## src/rtl/uart_pkg.sv

```systemverilog
// Shared types and constants for the UART transmit path.
// Frame layout is 8N1: one start bit, eight data bits LSB first, one stop bit.
package uart_pkg;

    localparam int unsigned StartBits = 1;
    localparam int unsigned DataBits  = 8;
    localparam int unsigned StopBits  = 1;
    localparam int unsigned FrameBits = StartBits + DataBits + StopBits;

    typedef enum logic [1:0] {
        StIdle,
        StStart,
        StData,
        StStop
    } tx_state_e;

    // Clock cycles per bit; truncating division, caller guarantees a result of at least 2.
    function automatic int unsigned calc_baud_div(input int unsigned clk_freq,
                                                  input int unsigned baud);
        return clk_freq / baud;
    endfunction

endpackage

```

## src/rtl/uart_tx_fifo.sv

```systemverilog
// Single-clock synchronous FIFO with first-word-fall-through read data.
// Depth must be a power of two so the pointers wrap without extra logic.
module uart_tx_fifo #(
    parameter int unsigned Width = 8,
    parameter int unsigned Depth = 16
) (
    input  logic                     clk_i,
    input  logic                     rst_ni,
    input  logic                     push_i,
    input  logic [Width-1:0]         wdata_i,
    input  logic                     pop_i,
    output logic [Width-1:0]         rdata_o,
    output logic [$clog2(Depth):0]   count_o,
    output logic                     full_o,
    output logic                     empty_o
);

    localparam int unsigned AddrW = $clog2(Depth);

    logic [AddrW-1:0] wptr_q, wptr_d;
    logic [AddrW-1:0] rptr_q, rptr_d;
    logic [AddrW:0]   count_q, count_d;
    logic             full_q, full_d;
    logic             do_push, do_pop;
    logic [Width-1:0] mem_q [Depth];

    // Guard against callers pushing into a full FIFO or popping an empty one.
    assign do_push = push_i & ~full_q;
    assign do_pop  = pop_i & (count_q != '0);

    always_comb begin
        wptr_d  = wptr_q;
        rptr_d  = rptr_q;
        count_d = count_q;
        if (do_push) begin
            wptr_d = wptr_q + AddrW'(1);
        end
        if (do_pop) begin
            rptr_d = rptr_q + AddrW'(1);
        end
        unique case ({do_push, do_pop})
            2'b10:   count_d = count_q + (AddrW+1)'(1);
            2'b01:   count_d = count_q - (AddrW+1)'(1);
            default: count_d = count_q;
        endcase
        full_d = (count_d == (AddrW+1)'(Depth));
    end

    always_ff @(posedge clk_i or negedge rst_ni) begin
        if (!rst_ni) begin
            wptr_q  <= '0;
            rptr_q  <= '0;
            count_q <= '0;
            full_q  <= 1'b0;
        end else begin
            wptr_q  <= wptr_d;
            rptr_q  <= rptr_d;
            count_q <= count_d;
            full_q  <= full_d;
        end
    end

    always_ff @(posedge clk_i) begin
        if (do_push) begin
            mem_q[wptr_q] <= wdata_i;
        end
    end

    assign rdata_o = mem_q[rptr_q];
    assign count_o = count_q;
    assign full_o  = full_q;
    assign empty_o = (count_q == '0);

endmodule

```

## src/rtl/uart_tx.sv

```systemverilog
// Buffered 8N1 UART transmitter: byte strobes enter a FIFO and are serialised
// back-to-back at a fixed baud rate. All pin-facing outputs come from registers.
module uart_tx
    import uart_pkg::*;
#(
    parameter int unsigned CLK_FREQ   = 100_000_000,
    parameter int unsigned BAUD       = 115200,
    parameter int unsigned FIFO_DEPTH = 16
) (
    input  logic       CLK_100M,
    input  logic       SYS_RST_N,
    input  logic       UART_ENC_START_OUT,
    input  logic [7:0] UART_ENC_DATA,
    output logic       UART_TXD,
    output logic       UART_TX_BUSY,
    output logic       UART_TX_FULL,
    output logic       UART_TX_OVF
);

    localparam int unsigned BaudDiv = calc_baud_div(CLK_FREQ, BAUD);
    localparam int unsigned CntW    = $clog2(BaudDiv);
    localparam int unsigned BitW    = $clog2(DataBits);
    localparam int unsigned CountW  = $clog2(FIFO_DEPTH) + 1;

    tx_state_e             state_q, state_d;
    logic [CntW-1:0]       cnt_q, cnt_d;
    logic [BitW-1:0]       bit_q, bit_d;
    logic [DataBits-1:0]   shift_q, shift_d;
    logic                  txd_q, txd_d;
    logic                  busy_q, busy_d;
    logic                  ovf_q, ovf_d;

    logic                  push, pop, baud_end;
    logic [DataBits-1:0]   fifo_rdata;
    logic [CountW-1:0]     fifo_count;
    logic                  fifo_full, fifo_empty;

    // FULL reflects the registered count, so a same-cycle pop never frees room for a strobe.
    assign push  = UART_ENC_START_OUT & ~fifo_full;
    assign ovf_d = UART_ENC_START_OUT & fifo_full;

    uart_tx_fifo #(
        .Width (DataBits),
        .Depth (FIFO_DEPTH)
    ) u_fifo (
        .clk_i   (CLK_100M),
        .rst_ni  (SYS_RST_N),
        .push_i  (push),
        .wdata_i (UART_ENC_DATA),
        .pop_i   (pop),
        .rdata_o (fifo_rdata),
        .count_o (fifo_count),
        .full_o  (fifo_full),
        .empty_o (fifo_empty)
    );

    assign baud_end = (cnt_q == CntW'(BaudDiv - 1));

    always_comb begin
        state_d = state_q;
        cnt_d   = cnt_q;
        bit_d   = bit_q;
        shift_d = shift_q;
        pop     = 1'b0;

        unique case (state_q)
            StIdle: begin
                if (!fifo_empty) begin
                    pop     = 1'b1;
                    shift_d = fifo_rdata;
                    cnt_d   = '0;
                    state_d = StStart;
                end
            end
            StStart: begin
                if (baud_end) begin
                    cnt_d   = '0;
                    bit_d   = '0;
                    state_d = StData;
                end else begin
                    cnt_d = cnt_q + CntW'(1);
                end
            end
            StData: begin
                if (baud_end) begin
                    cnt_d   = '0;
                    shift_d = shift_q >> 1;
                    if (bit_q == BitW'(DataBits - 1)) begin
                        state_d = StStop;
                    end else begin
                        bit_d = bit_q + BitW'(1);
                    end
                end else begin
                    cnt_d = cnt_q + CntW'(1);
                end
            end
            StStop: begin
                if (baud_end) begin
                    cnt_d = '0;
                    // Chain straight into the next start bit so buffered frames leave gap-free.
                    if (!fifo_empty) begin
                        pop     = 1'b1;
                        shift_d = fifo_rdata;
                        state_d = StStart;
                    end else begin
                        state_d = StIdle;
                    end
                end else begin
                    cnt_d = cnt_q + CntW'(1);
                end
            end
            default: state_d = StIdle;
        endcase

        // Line level is decoded from next state so the pin register tracks the FSM exactly.
        unique case (state_d)
            StStart: txd_d = 1'b0;
            StData:  txd_d = shift_d[0];
            default: txd_d = 1'b1;
        endcase

        // A pop always leaves IDLE, so a non-zero count with IDLE next means no pop happened.
        busy_d = (state_d != StIdle) | push | (fifo_count != '0);
    end

    always_ff @(posedge CLK_100M or negedge SYS_RST_N) begin
        if (!SYS_RST_N) begin
            state_q <= StIdle;
            cnt_q   <= '0;
            bit_q   <= '0;
            shift_q <= '0;
            txd_q   <= 1'b1;
            busy_q  <= 1'b0;
            ovf_q   <= 1'b0;
        end else begin
            state_q <= state_d;
            cnt_q   <= cnt_d;
            bit_q   <= bit_d;
            shift_q <= shift_d;
            txd_q   <= txd_d;
            busy_q  <= busy_d;
            ovf_q   <= ovf_d;
        end
    end

    assign UART_TXD     = txd_q;
    assign UART_TX_BUSY = busy_q;
    assign UART_TX_FULL = fifo_full;
    assign UART_TX_OVF  = ovf_q;

endmodule

```

## config.mk

```make
export PLATFORM = sky130hd
export DESIGN_NAME = uart_tx
export DESIGN_NICKNAME = d
export VERILOG_FILES = /design/src/rtl/uart_pkg.sv /design/src/rtl/uart_tx_fifo.sv /design/src/rtl/uart_tx.sv
export SDC_FILE = /design/constraint.sdc
export NUM_CORES = 1
export LEC_CHECK = 0
export BUFFER_PORTS_ARGS = -buffer_cell sky130_fd_sc_hd__buf_2
export CORE_AREA = 3 3 148 150
export CTS_BUF_LIST = sky130_fd_sc_hd__clkbuf_16
export CTS_CLUSTER_DIAMETER = 120
export CTS_CLUSTER_SIZE = 10
export DETAILED_ROUTE_END_ITERATION = 7
export DIE_AREA = 0 0 151 153
export PLACE_DENSITY_LB_ADDON = 0.08
export SLEW_MARGIN = 0
export SYNTH_ARGS = -nofsm -noshare
export SYNTH_HDL_FRONTEND = slang
export SYNTH_SLANG_ARGS = --single-unit
```

## constraint.sdc

```tcl
create_clock -name CLK_100M -period 3.5 [get_ports CLK_100M]
set_input_delay 0.525 -clock CLK_100M [delete_from_list [all_inputs] [get_ports CLK_100M]]
set_output_delay 0.525 -clock CLK_100M [all_outputs]
set_load 0.01 [all_outputs]
```

# Word level (Yosys, flattened, before mapping)
# Memory sizes are Yosys's and may differ from the RTL's.
# Index checks and enable logic that the tools add are counted.
dict set report classes {
  n_eq_ne 15
  reduce_logical 9
  n_mux 25
  addsub 6
  n_bitwise 7
}
# cell count
set op_table {}
lappend op_table {{$mux W8} 3}
lappend op_table {{$pmux W8 S3} 1}
lappend op_table {{$mux W10} 2}
lappend op_table {{$pmux W10 S2} 1}
lappend op_table {{$add A10 B1 Y10 const B} 1}
lappend op_table {{$eq A10 B10 Y1 const B} 1}
lappend op_table {{$mux W2} 5}
lappend op_table {{$ne A2 B2 Y1 const B} 5}
lappend op_table {{$pmux W5 S2} 1}
lappend op_table {{$mux W3} 3}
lappend op_table {{$add A4 B1 Y4 const B} 2}
lappend op_table {{$eq A2 B2 Y1 const B} 4}
lappend op_table {{$pmux W2 S4} 1}
lappend op_table {{$eq A2 B1 Y1 const B} 3}
lappend op_table {{$pmux W3 S2} 1}
lappend op_table {{$add A5 B1 Y5 const B} 1}
lappend op_table {{$eq A5 B5 Y1 const B} 1}
lappend op_table {{$logic_not A5 Y1} 1}
lappend op_table {{$mux W1} 5}
lappend op_table {{$reduce_bool A5 Y1} 1}
lappend op_table {{$sub A5 B1 Y5 const B} 1}
lappend op_table {{$and A1 B1 Y1} 4}
lappend op_table {{$pmux W1 S2} 2}
lappend op_table {{$reduce_and A4 Y1} 1}
lappend op_table {{9 further kinds} 11}
dict set report word_totals {
  output_inout_bits 4
  mem_count 1
  reg_bits 40
  ramBits 128
  wordCells 75
}
# name depth width read_ports rd_clocked_by_memory_dff wr line_no
set mem_list {}
lappend mem_list {u_fifo.mem_q 16 8 1 0 1 uart_tx_fifo.sv:25} ;# logic [Width-1:0] mem_q [Depth];

# Logic depth before layout (Yosys ltp)
# Gate-level depths: netlist of run 1.
dict set report logic_depth {
  ltp_word 8
  ltp_mapped 13
  mapped_depth_nobuf 13
}

# By module
# A second synthesis of run 1 with hierarchy kept.
dict set report hier_totals {
  hier_cells 460
  area_unflattened_um2 7415.9
}
# mod cells_each area_each_um2 n_inst
set modules_own_cells {}
lappend modules_own_cells {uart_tx_fifo 288 5845.6 1}
lappend modules_own_cells {uart_tx 172 1570.3 1}

# Least setup slack after synthesis of run 1
# OpenSTA, ideal clock, no wires.
dict set report synth_path {
  path_kind {flip-flop to flip-flop}
  startpoint {register u_fifo.count_q[1], in the netlist u_fifo.count_o[1]}
  endpoint {register u_fifo.full_q, in the netlist u_fifo.full_o}
  path_stages_with_launch 13
  path_slack_ns 0.430
  t_arrival_ns 2.969
  synth_period_minus_slack_ns 3.070
  t_required_ns 3.400
  setup_time_ns 0.100
  path_cell_list {dfrtp_1 or4_4 or2_4 nand2_1 nor2_1 ha_1 fa_1 a21o_1 a21oi_1 xor2_1 nor2_1 xor2_1 nor4bb_1}
}
dict set report synth_via {
  elab_chain_len 8
  word_cells_on_any_way 12
}
# element line_no
set synth_lines {}
lappend synth_lines {{start: declaration} uart_tx_fifo.sv:22} ;# logic [AddrW:0] count_q, count_d;
lappend synth_lines {{start signal: assignment} uart_tx_fifo.sv:58} ;# count_q <= count_d;
lappend synth_lines {{$logic_not A5 Y1} uart_tx_fifo.sv:72} ;# assign empty_o = (count_q == '0);
lappend synth_lines {{$mux W1} {uart_tx.sv:68, uart_tx.sv:101}}
lappend synth_lines {{$mux W1} uart_tx.sv:98} ;# if (baud_end) begin
lappend synth_lines {{$pmux W1 S2} uart_tx.sv:66} ;# unique case (state_q)
lappend synth_lines {{$and A1 B1 Y1 (*)} uart_tx_fifo.sv:29} ;# assign do_pop = pop_i & (count_q != '0);
lappend synth_lines {{named net u_fifo.do_pop} uart_tx_fifo.sv:24} ;# logic do_push, do_pop;
lappend synth_lines {{$eq A2 B1 Y1 / $eq A2 B2 Y1 (equally long branches)} uart_tx_fifo.sv:41} ;# unique case ({do_push, do_pop})
lappend synth_lines {{$pmux W5 S2 (*)} uart_tx_fifo.sv:41}
lappend synth_lines {{named net u_fifo.count_d[4]} uart_tx_fifo.sv:22}
lappend synth_lines {{$eq A5 B5 Y1 (*)} uart_tx_fifo.sv:46} ;# full_d = (count_d == (AddrW+1)'(Depth));
lappend synth_lines {{named net u_fifo.full_d} uart_tx_fifo.sv:23} ;# logic full_q, full_d;
lappend synth_lines {{end signal: assignment} uart_tx_fifo.sv:59} ;# full_q <= full_d;
lappend synth_lines {{end: declaration} uart_tx_fifo.sv:23}
# The timed path passes the listed nets; every way through them passes the cells marked *.
# A chain may end at the register's enable or synchronous reset.

# Worst setup path after layout of run 1
# Ends and elaborated chain as after synthesis.

==> results.yml, run 1 <==
timing:
  fin_hold_ws_ns: 0.250
  max_freq_mhz: 303
  maxSlewViolCount: 0
  hold_viol_final: 0
  skew_ns: 0.00814
  rsz0062_at_grt: "false"
  min_period_ns: 3.30
  timing.final.ws_setup_ns: 0.199
  final.setup.tns_ns: 0
  setup_viol: 0
  worst-slew-pin-transition_ns: 1.03
  relSlewSlack_pct: 31.5
  min_period_over_period_pct: 94.3
run_status:
  status: "complete, no violations"
pwr:
  seq_power_share_pct: 41.4
  p_sw_mw: 2.20
  combPwrFrac_pct: 30.8
  power_density_nw_per_um2: 808
  clockPowerShare_pct: 27.7
  power.leakage_nw: 2.91
  vdd_drop_max_mv: 0.296
  p_int_mw: 4.38
  swShare_pct: 33.4
place:
  dp_slack_ns: 0.241
  gp_congestion: 0.735
  place_inst: 703
  hpwl_mm: 9.94
  io_buffers: 14
  detailed_place.area_um2: 7570
detailed_routing:
  route.detailed.wl_per_inst_um: 21.0
  firstDrtPassIters: 4
  wirelength_mm: 15.4
  drc: 0
  routed-via-count: 3741
  drt-initial-drc-count: 222
  avgViaCountPerCell: 5.09
  ant_nets: 0
setup_path:
  critPathKind: "reg2reg"
  critical_path_peak_fanout: 5
  r2r_slack_ns: 0.20
  endpoint_kind: "flop"
  startpoint_type: "flop"
  crit_arrival_ns: 3.61
  cp_data_required_time_ns: 3.81
clocking:
  clk_path_buf_depth: 2
  root_buffer: "clkbuf_16"
  post-cts-setup-buffers: 0
  cts_sinks: 168
  clkSlewWorstSetupHoldPaths_ns: 0.07
  insertion_delay_ns: 0.42
  cts_tree: "done"
  ctsResizeCount: 0
  cts_buffers: 17
  hold_buffers: 0
  cts.htree.levels: 4
floorplan:
  die_x_um: 151
  die-area_um2: 23100
  start_util_pct: 34.5
  io_pins: 15
  die_h_um: 153
  rows: 53
  coreArea_um2: 20800
yosys:
  synth.avg_cell_area_um2: 17.0
  synth_area_leaders: "edfxtp_1 (53%), dfrtp_1 (14%), mux4_2 (10%)"
  synth_common_cells: "edfxtp_1 (128), dfrtp_1 (39), mux4_2 (33)"
  ys_warn_count: 0
  synth_most_common_cell: "edfxtp_1"
  synthCells: 423
  async_flop_share_pct: 23.8
  ys.flop_type: "edfxtp_1"
  synthMuxAreaShare_pct: 12.1
  synth-edff-count: 128
  synthesis.nets: 452
  synth_cell_type_count: 53
  synth_xor_area_share_pct: 1.46
  yosys_register_bits: 168
  syn-cell-area_um2: 7190
  synth_top_cell_area_share_pct: 53.5
  yosys.area_share.simple_pct: 6.98
  synthAdderAreaFrac_pct: 3.24
  synth_top_cell_by_area: "edfxtp_1"
  synth_compound_area_share_pct: 7.05
  yosysSeqAreaShare_pct: 67.4
  synth_top_family_by_area: "multiplexers"
final_layout:
  num_antenna_cells: 0
  drive_above_1_share_pct: 21.5
  design_area_um2: 8140
  area_growth_pct: 13.2
  instances_no_fill: 735
  nets: 476
global_route:
  grt_first_pass_wirelength_mm: 24.4
  grt_pass1_vias: 4008
  grt_max_degree: 41
  gr-total-overflow: 0
  grtUsageTotal_pct: 14.3
  antenna_found_initial: 0
worst_hold_path:
  min_path_type: "in2async"
job:
  drv_cap: 0
==> worst paths after layout <==
check | from | to | depth (start not counted)
worst max-delay path | u_fifo.count_o[1] | u_fifo.full_o | 12
worst min-delay path | SYS_RST_N | cnt_q[6] | 1
worst max register to register | u_fifo.count_o[1] | u_fifo.full_o | 12
worst min register to register | cnt_q[9] | cnt_q[9] | 1
max in group asynchronous | SYS_RST_N | u_fifo.rptr_q[0] | 1
min in group CLK_100M | UART_ENC_START_OUT | UART_TX_OVF | 2
==> layout by cell type (no fill, tap or decap), drive strengths merged, types with 2 or more instances in the layout <==
cell and count:
and3 5, mux2i 9, nor2b 7, a221o 6, clkinv 7, a31oi 3
nand4 3, and2 20, xnor2 8, mux2 3, nor3 4, a21o 4
inv 14, o21ai 16, xor2 4, nand3 5, o31ai 4, nor2 16
clkbuf 17, buf 23, ha 17, a211oi 12, mux4 33, a22o 9
a21oi 7, nor3b 2, dfrtp 39, nand2 16, nand2b 2, edfxtp 128
==> power by group through the flow <==
| stage | logic, mW | registers, mW | clock network [mW] |
|---|---|---|---|
| 6_report | 2.03 | 2.73 | 1.82 |
| 5_1_grt | 2.25 | 2.77 | 1.96 |
| 4_1_cts | 2.07 | 2.73 | 1.86 |
| 3_5_place_dp | 2.07 | 2.77 | 0 |
| 3_3_place_gp | 2.06 | 2.76 | 0 |
| 2_1_floorplan | 1.61 | 2.62 | 0 |
==> layout make-up <==
class                   count  area (µm²)
inverters                   8        30.0
well taps                 275         344
clock inverters            15         144
multi-input cells         229        2210
flip-flops and latches    168        4850
clock buffers              17         425
repair buffers             23         138
fillers                  1957       12700
==> sequential cells by signal, summed over array words and instances (netlist names) <==
signal          flops
UART_TXD            1
UART_TX_BUSY        1
UART_TX_OVF         1
bit_q               3
cnt_q              10
shift_q             8
state_q             2
u_fifo.count_o      5
u_fifo.full_o       1
u_fifo.mem_q      128
u_fifo.rptr_q       4
u_fifo.wptr_q       4
==> layer usage <==
| metal | GRT usage [%] | up-vias | routed length (µm) |
|---|---|---|---|
| met3 | 2.91 | 17 | 389 |
| met2 | 22.5 | 42 | 7430 |
| li1 | - | 1723 | - |
| met4 | 4.23 | 0 | 189 |
| met5 | 0 | - | 0 |
| met1 | 20.0 | 1959 | 7440 |
==> through the flow <==
step	power, mW	util [%]
CTS	6.67	39.1
finish	6.58	39.1
global placement	4.83	36.4
detailed placement	4.84	36.4
floorplan	4.23	-
global route	6.98	39.1
==> cells by family after synthesis <==
logic type | Yosys count
flops | 168
simple gates | 86
compound gates | 68
mux | 45
buf+inv | 26
fa+ha+maj | 18
xor+xnor | 12
==> critical path: stages (launching register included) <==
cell and delay (ns):
dfrtp_1 0.42, or4_4 0.57, or2_4 0.27, nand2_1 0.09, nor2_1 0.06, ha_1 0.28, fa_1 0.43, a21o_1 0.17
a21oi_1 0.16, xor2_1 0.08, nor2_1 0.12, xor2_1 0.20, nor4bb_1 0.32
Power figures use the tool's default switching activity.
==> inputs of run 2 (changes only) <==
--- a/config.mk
+++ b/config.mk
@@ -5,13 +5,14 @@
 export SDC_FILE = /design/constraint.sdc
 export NUM_CORES = 1
 export LEC_CHECK = 0
+export ABC_AREA = 1
 export BUFFER_PORTS_ARGS = -buffer_cell sky130_fd_sc_hd__buf_2
-export CORE_AREA = 3 3 148 150
+export CORE_AREA = 3 3 151 153
 export CTS_BUF_LIST = sky130_fd_sc_hd__clkbuf_16
 export CTS_CLUSTER_DIAMETER = 120
 export CTS_CLUSTER_SIZE = 10
 export DETAILED_ROUTE_END_ITERATION = 7
-export DIE_AREA = 0 0 151 153
+export DIE_AREA = 0 0 154 156
 export PLACE_DENSITY_LB_ADDON = 0.08
 export SLEW_MARGIN = 0
 export SYNTH_ARGS = -nofsm -noshare
==> run 2 against run 1 <==
  * Register-to-register slack better by 0.12 ns
  * First-iteration DRC count is 64% higher
  * Largest power group unchanged
  * Via count is 33% higher
==> results.yml, run 2 <==
floorplan:
  coreArea_um2: 21700
  start_util_pct: 34.6
  die_h_um: 156
  io_pins: 15
  rows: 54
  die-area_um2: 24000
  die_x_um: 154
yosys:
  synthesis.nets: 732
  ys_warn_count: 0
  synth_area_leaders: "edfxtp_1 (51%), dfrtp_1 (13%), nor2_1 (6.3%)"
  synthMuxAreaShare_pct: 0.133
  async_flop_share_pct: 23.8
  synthAdderAreaFrac_pct: 3.10
  yosysSeqAreaShare_pct: 64.6
  synth_top_cell_by_area: "edfxtp_1"
  synth_top_cell_area_share_pct: 51.2
  synth-edff-count: 128
  synthCells: 703
  ys.flop_type: "edfxtp_1"
  synth_compound_area_share_pct: 9.06
  yosys.area_share.simple_pct: 17.2
  synth_common_cells: "edfxtp_1 (128), nor2_1 (125), nand2_1 (118)"
  synth_most_common_cell: "edfxtp_1"
  syn-cell-area_um2: 7500
  yosys_register_bits: 168
  synth_top_family_by_area: "simple AND/OR/NAND/NOR gates"
  synth_xor_area_share_pct: 1.17
  synth.avg_cell_area_um2: 10.7
  synth_cell_type_count: 43
setup_path:
  path_cells: "nor2_1 -> nand3_2 -> nand4_1 -> nand2_1 -> nand2_1 -> inv_1 -> ha_1 -> fa_1 -> a21oi_1 -> o21bai_1 -> a21oi_1 -> o21ai_0 -> xnor2_1 -> and2_1"
  reg2regPathDepth: 14
  endpoint_kind: "flop"
  r2r_end: "u_fifo.full_o"
  critPathSlowestCell: "fa_1"
  r2r_start: "u_fifo.count_o[0]"
  critical_path_peak_fanout: 17
  cpPeakStageDelay_ns: 0.44
  crit_family: "simple AND/OR/NAND/NOR gates"
  r2r_slack_ns: 0.32
  cp_data_required_time_ns: 3.82
  startpoint_type: "flop"
  crit_arrival_ns: 3.50
  crit_buf_inv: 1
  critPathKind: "reg2reg"
clocking:
  cts_tree: "done"
  cts_sinks: 168
  ctsResizeCount: 0
  hold_buffers: 0
  root_buffer: "clkbuf_16"
  clkSlewWorstSetupHoldPaths_ns: 0.07
  cts_buffers: 17
  post-cts-setup-buffers: 0
  cts.htree.levels: 4
  clk_path_buf_depth: 2
  insertion_delay_ns: 0.43
final_layout:
  final_common_cell: "edfxtp_1"
  num_antenna_cells: 0
  final_cell_mix: "edfxtp_1 (128), nor2_1 (125), nand2_1 (118)"
  drive_above_1_share_pct: 9.34
  regMostFlops: "u_fifo.mem_q"
  postLayoutCoreUtil_pct: 38.9
  reg_top3: "u_fifo.mem_q (128), cnt_q (10), shift_q (8)"
  area_growth_pct: 12.5
  nets: 744
  largest_register_ffs: 128
  instances_no_fill: 1008
pwr:
  seq_power_share_pct: 37.5
  clockPowerShare_pct: 27.7
  swShare_pct: 39.4
  p_int_mw: 4.20
  p_sw_mw: 2.73
  vdd_drop_max_mv: 0.366
  combPwrFrac_pct: 34.8
  power_density_nw_per_um2: 821
  power.leakage_nw: 3.28
detailed_routing:
  firstDrtPassIters: 6
  drc: 0
  top_layer: "met4"
  route.detailed.wl_per_inst_um: 17.8
  wl_met3_um: 590
  avgViaCountPerCell: 4.93
  wirelength_mm: 18.0
  ant_nets: 0
  drt-initial-drc-count: 363
  m1WireLength_mm: 8.59
  routed-via-count: 4965
  dr_wl_met2_mm: 8.53
worst_hold_path:
  min_path_type: "in2async"
timing:
  timing.final.ws_setup_ns: 0.321
  rsz0062_at_grt: "false"
  maxSlewViolCount: 0
  worst-slew-pin-transition_ns: 0.985
  min_period_over_period_pct: 90.8
  skew_ns: 0.0219
  hold_viol_final: 0
  final.setup.tns_ns: 0
  setup_viol: 0
  min_period_ns: 3.18
  max_freq_mhz: 315
  relSlewSlack_pct: 34.3
  fin_hold_ws_ns: 0.260
place:
  place_inst: 976
  dp_slack_ns: 0.353
  hpwl_mm: 11.0
  gp_congestion: 0.775
  io_buffers: 14
global_route:
  antenna_found_initial: 0
  grt_max_degree: 68
  grt_first_pass_wirelength_mm: 28.6
  grt_pass1_vias: 4936
  gr-total-overflow: 0
  grtUsageTotal_pct: 15.5
job:
  drv_cap: 0
run_status:
  status: "complete, no violations"
## run 2: cell types whose count changed after synthesis, moves of 8 or more
cell / delta
a22o_1: -9
o211ai_1: +19
nand2_1: +103
mux4_2: -33
and2_1: -19
nor2_1: +109
mux2i_1: -8
o21ai_0: +42
nand3_1: +42
buf_2: +8
a211oi_1: -12
inv_1: +42
o21ai_1: +13
## run 2: cell families (layout without fill, tap and decap cells)
| family | count (synthesis) | in the layout |
|---|---|---|
| AOI/OAI and AO/OA | 117 | 117 |
| buffers and inverters | 82 | 107 |
| DFF | 168 | 168 |
| and+or+nand+nor | 307 | 307 |
| muxes | 1 | 1 |
| adders and majority gates | 18 | 18 |
| xor gates and xnor gates | 10 | 10 |
## run 2: power by group through the flow
stage          clock, mW  sequential (mW)  combinational [mW]
5_1_grt             2.04             2.63                2.74
2_1_floorplan          0             2.59                1.74
3_3_place_gp           0             2.63                2.40
4_1_cts             1.95             2.60                2.45
6_report            1.92             2.60                2.41
3_5_place_dp           0             2.64                2.43
## run 2: worst max path at each step
stage	slack (ns)	to	startpoint	depth (start not counted)
finish	0.32	u_fifo.full_o	u_fifo.count_o[0]	14
global route	0.08	u_fifo.full_o	u_fifo.count_o[0]	14
CTS	0.32	u_fifo.full_o	u_fifo.count_o[0]	14
detailed placement	0.35	u_fifo.full_o	u_fifo.count_o[0]	14
global placement	0.45	u_fifo.full_o	u_fifo.count_o[0]	14
floorplan	0.81	u_fifo.full_o	state_q[1]	15
## run 2: per-layer routing
metal | vias up | GRT usage, %
met1 | 2417 | 21.5
met2 | 98 | 25.1
met5 | - | 0
li1 | 2432 | -
met3 | 18 | 2.77
met4 | 0 | 4.88
## run 2: layout make-up
cell class              instances  area [µm²]
clock buffers                  17         425
clock inverters                15         178
fillers                      2065       13300
inverters                      55         206
multi-input cells             453        2300
flip-flops and latches        168        4850
well taps                     280         350
repair buffers                 20         128
## run 2: metrics by stage
stage                     total power, mW  instance area [µm²]
final                                6.93                 8440
after global routing                 7.41                 8440
after global placement               5.03                 7830
after CTS                            7.00                 8440
after floorplan                      4.33                 7500
after detailed placement             5.07                 7830
## run 2: worst register-to-register path: stages (launching register included)
cell and delay (ns):
dfrtp_1 0.43, nor2_1 0.17, nand3_2 0.36, nand4_1 0.23, nand2_1 0.09, nand2_1 0.12
inv_1 0.09, ha_1 0.30, fa_1 0.44, a21oi_1 0.15, o21bai_1 0.09, a21oi_1 0.15
o21ai_0 0.13, xnor2_1 0.16, and2_1 0.17
==> inputs of run 3 (changes only) <==
--- a/config.mk
+++ b/config.mk
@@ -14,6 +14,7 @@
 export DETAILED_ROUTE_END_ITERATION = 7
 export DIE_AREA = 0 0 154 156
 export PLACE_DENSITY_LB_ADDON = 0.08
+export REMOVE_ABC_BUFFERS = 1
 export SLEW_MARGIN = 0
 export SYNTH_ARGS = -nofsm -noshare
 export SYNTH_HDL_FRONTEND = slang
==> run 3 against run 2 <==
  * Sequential share of layout area grew 0.27 points
  * Highest routed layer unchanged
  * Largest cell class unchanged
  * Sequential power hardly changed
  * Hold slack better by 0.018 ns
  * Final area down 0.47%
  * Non-clock buffer count is 2 higher
  * Worst setup slack improved by 0.012 ns
  * Critical endpoint unchanged
  * Sequential cell count did not move
  * Combinational power about the same
  * Clock-buffer cell count unchanged
  * Maximum frequency rose by 0.39%
==> results.yml, run 3 (synthesis gave the netlist of run 2 again) <==
timing:
  min_period_over_period_pct: 90.5
  hold_viol_final: 0
  rsz0062_at_grt: "false"
  maxSlewViolCount: 0
  final.setup.tns_ns: 0
  skew_ns: 0.0139
  relSlewSlack_pct: 32.0
  min_period_ns: 3.17
  worst-slew-pin-transition_ns: 1.02
  max_freq_mhz: 316
  setup_viol: 0
global_route:
  grt_pass1_vias: 4875
  grt_max_degree: 68
  antenna_found_initial: 0
  grtUsageTotal_pct: 15.7
  grt_first_pass_wirelength_mm: 28.7
  gr-total-overflow: 0
clocking:
  ctsResizeCount: 0
  insertion_delay_ns: 0.43
  cts.htree.levels: 4
  clkSlewWorstSetupHoldPaths_ns: 0.07
  cts_sinks: 168
  clk_path_buf_depth: 2
  cts_buffers: 17
  post-cts-setup-buffers: 0
  hold_buffers: 0
  cts_tree: "done"
  root_buffer: "clkbuf_16"
final_layout:
  final_cell_mix: "edfxtp_1 (128), nor2_1 (125), nand2_1 (118)"
  largest_register_ffs: 128
  reg_top3: "u_fifo.mem_q (128), cnt_q (10), shift_q (8)"
  num_antenna_cells: 0
  regMostFlops: "u_fifo.mem_q"
  area_growth_pct: 11.9
  final_common_cell: "edfxtp_1"
  design_area_um2: 8400
  num-fill-cells: 2113
  drive_above_1_share_pct: 9.45
  postLayoutCoreUtil_pct: 38.7
  nets: 746
floorplan:
  die_h_um: 156
  die_x_um: 154
  coreArea_um2: 21700
  die-area_um2: 24000
  start_util_pct: 34.6
  io_pins: 15
  rows: 54
setup_path:
  critPathSlowestCell: "dfrtp_1"
  startpoint_type: "flop"
  path_cells: "nor2_1 -> nand3_2 -> nand4_1 -> nand2_1 -> nand2_1 -> inv_1 -> ha_1 -> fa_1 -> a21oi_1 -> o21bai_1 -> a21oi_1 -> o21ai_0 -> xnor2_1 -> and2_1"
  critical_path_peak_fanout: 17
  reg2regPathDepth: 14
  cp_num_cells: 14
  crit_family: "simple AND/OR/NAND/NOR gates"
  critPathKind: "reg2reg"
  cpPeakStageDelay_ns: 0.44
  crit_arrival_ns: 3.49
  endpoint_kind: "flop"
  cp_data_required_time_ns: 3.82
  crit_buf_inv: 1
place:
  gp_congestion: 0.776
  detailed_place.area_um2: 7840
  hpwl_mm: 11.4
  io_buffers: 14
detailed_routing:
  wirelength_mm: 18.2
  avgViaCountPerCell: 4.94
  ant_nets: 0
  drt-initial-drc-count: 377
  drc: 0
  firstDrtPassIters: 5
  routed-via-count: 4989
  route.detailed.wl_per_inst_um: 18.0
pwr:
  power_density_nw_per_um2: 815
  power.leakage_nw: 3.27
  power_mw: 6.84
  vdd_drop_max_mv: 0.353
job:
  drv_cap: 0
worst_hold_path:
  min_path_type: "in2async"
run_status:
  status: "complete, no violations"
## run 3: cell type report
class / count / area [µm²] / share of cell area, %
clock buffers: 17 / 425 / 5.07
flip-flops and latches: 168 / 4850 / 57.7
multi-input cells: 453 / 2300 / 27.4
clock inverters: 15 / 135 / 1.61
well taps: 280 / 350 / 4.17
inverters: 55 / 206 / 2.46
repair buffers: 22 / 130 / 1.55
## run 3: stage by stage
step | setup WS [ns] | hold slack (ns) | instances
4_1_cts | 0.282 | 0.284 | 1010
2_1_floorplan | 0.801 | 0.229 | 676
6_report | 0.333 | 0.278 | 1010
5_1_grt | 0.0413 | 0.286 | 1010
3_3_place_gp | 0.477 | 0.462 | 978
3_5_place_dp | 0.343 | 0.462 | 978
## run 3: final timing paths
| kind | slack [ns] | startpoint | to |
|---|---|---|---|
| worst max-delay path | 0.33 | u_fifo.count_o[0] | u_fifo.full_o |
| worst min-delay path | 0.28 | SYS_RST_N | shift_q[1] |
| worst max register to register | 0.33 | u_fifo.count_o[0] | u_fifo.full_o |
| worst min register to register | 0.48 | shift_q[0] | shift_q[0] |
| max in group asynchronous | 2.54 | SYS_RST_N | u_fifo.rptr_q[0] |
| min in group CLK_100M | 0.30 | UART_ENC_START_OUT | UART_TX_OVF |
## run 3: power by group
group          total [mW]  internal (mW)  switching [mW]
combinational        2.43          0.732            1.69
sequential           2.60           2.44           0.160
clock                1.82          0.944           0.873
## run 3: worst reg2reg max path, cell delays in order (launching register included)
cell	delay [ns]
dfrtp_1	0.44
nor2_1	0.17
nand3_2	0.34
nand4_1	0.22
nand2_1	0.10
nand2_1	0.14
inv_1	0.10
ha_1	0.30
fa_1	0.43
a21oi_1	0.15
o21bai_1	0.09
a21oi_1	0.13
o21ai_0	0.12
xnor2_1	0.16
and2_1	0.17
## run 3: layer usage
layer / global-route usage, % / wire length (µm)
met4: 3.53 / 199
met1: 22.0 / 8740
met3: 3.19 / 580
met5: 0 / 0
met2: 25.3 / 8670
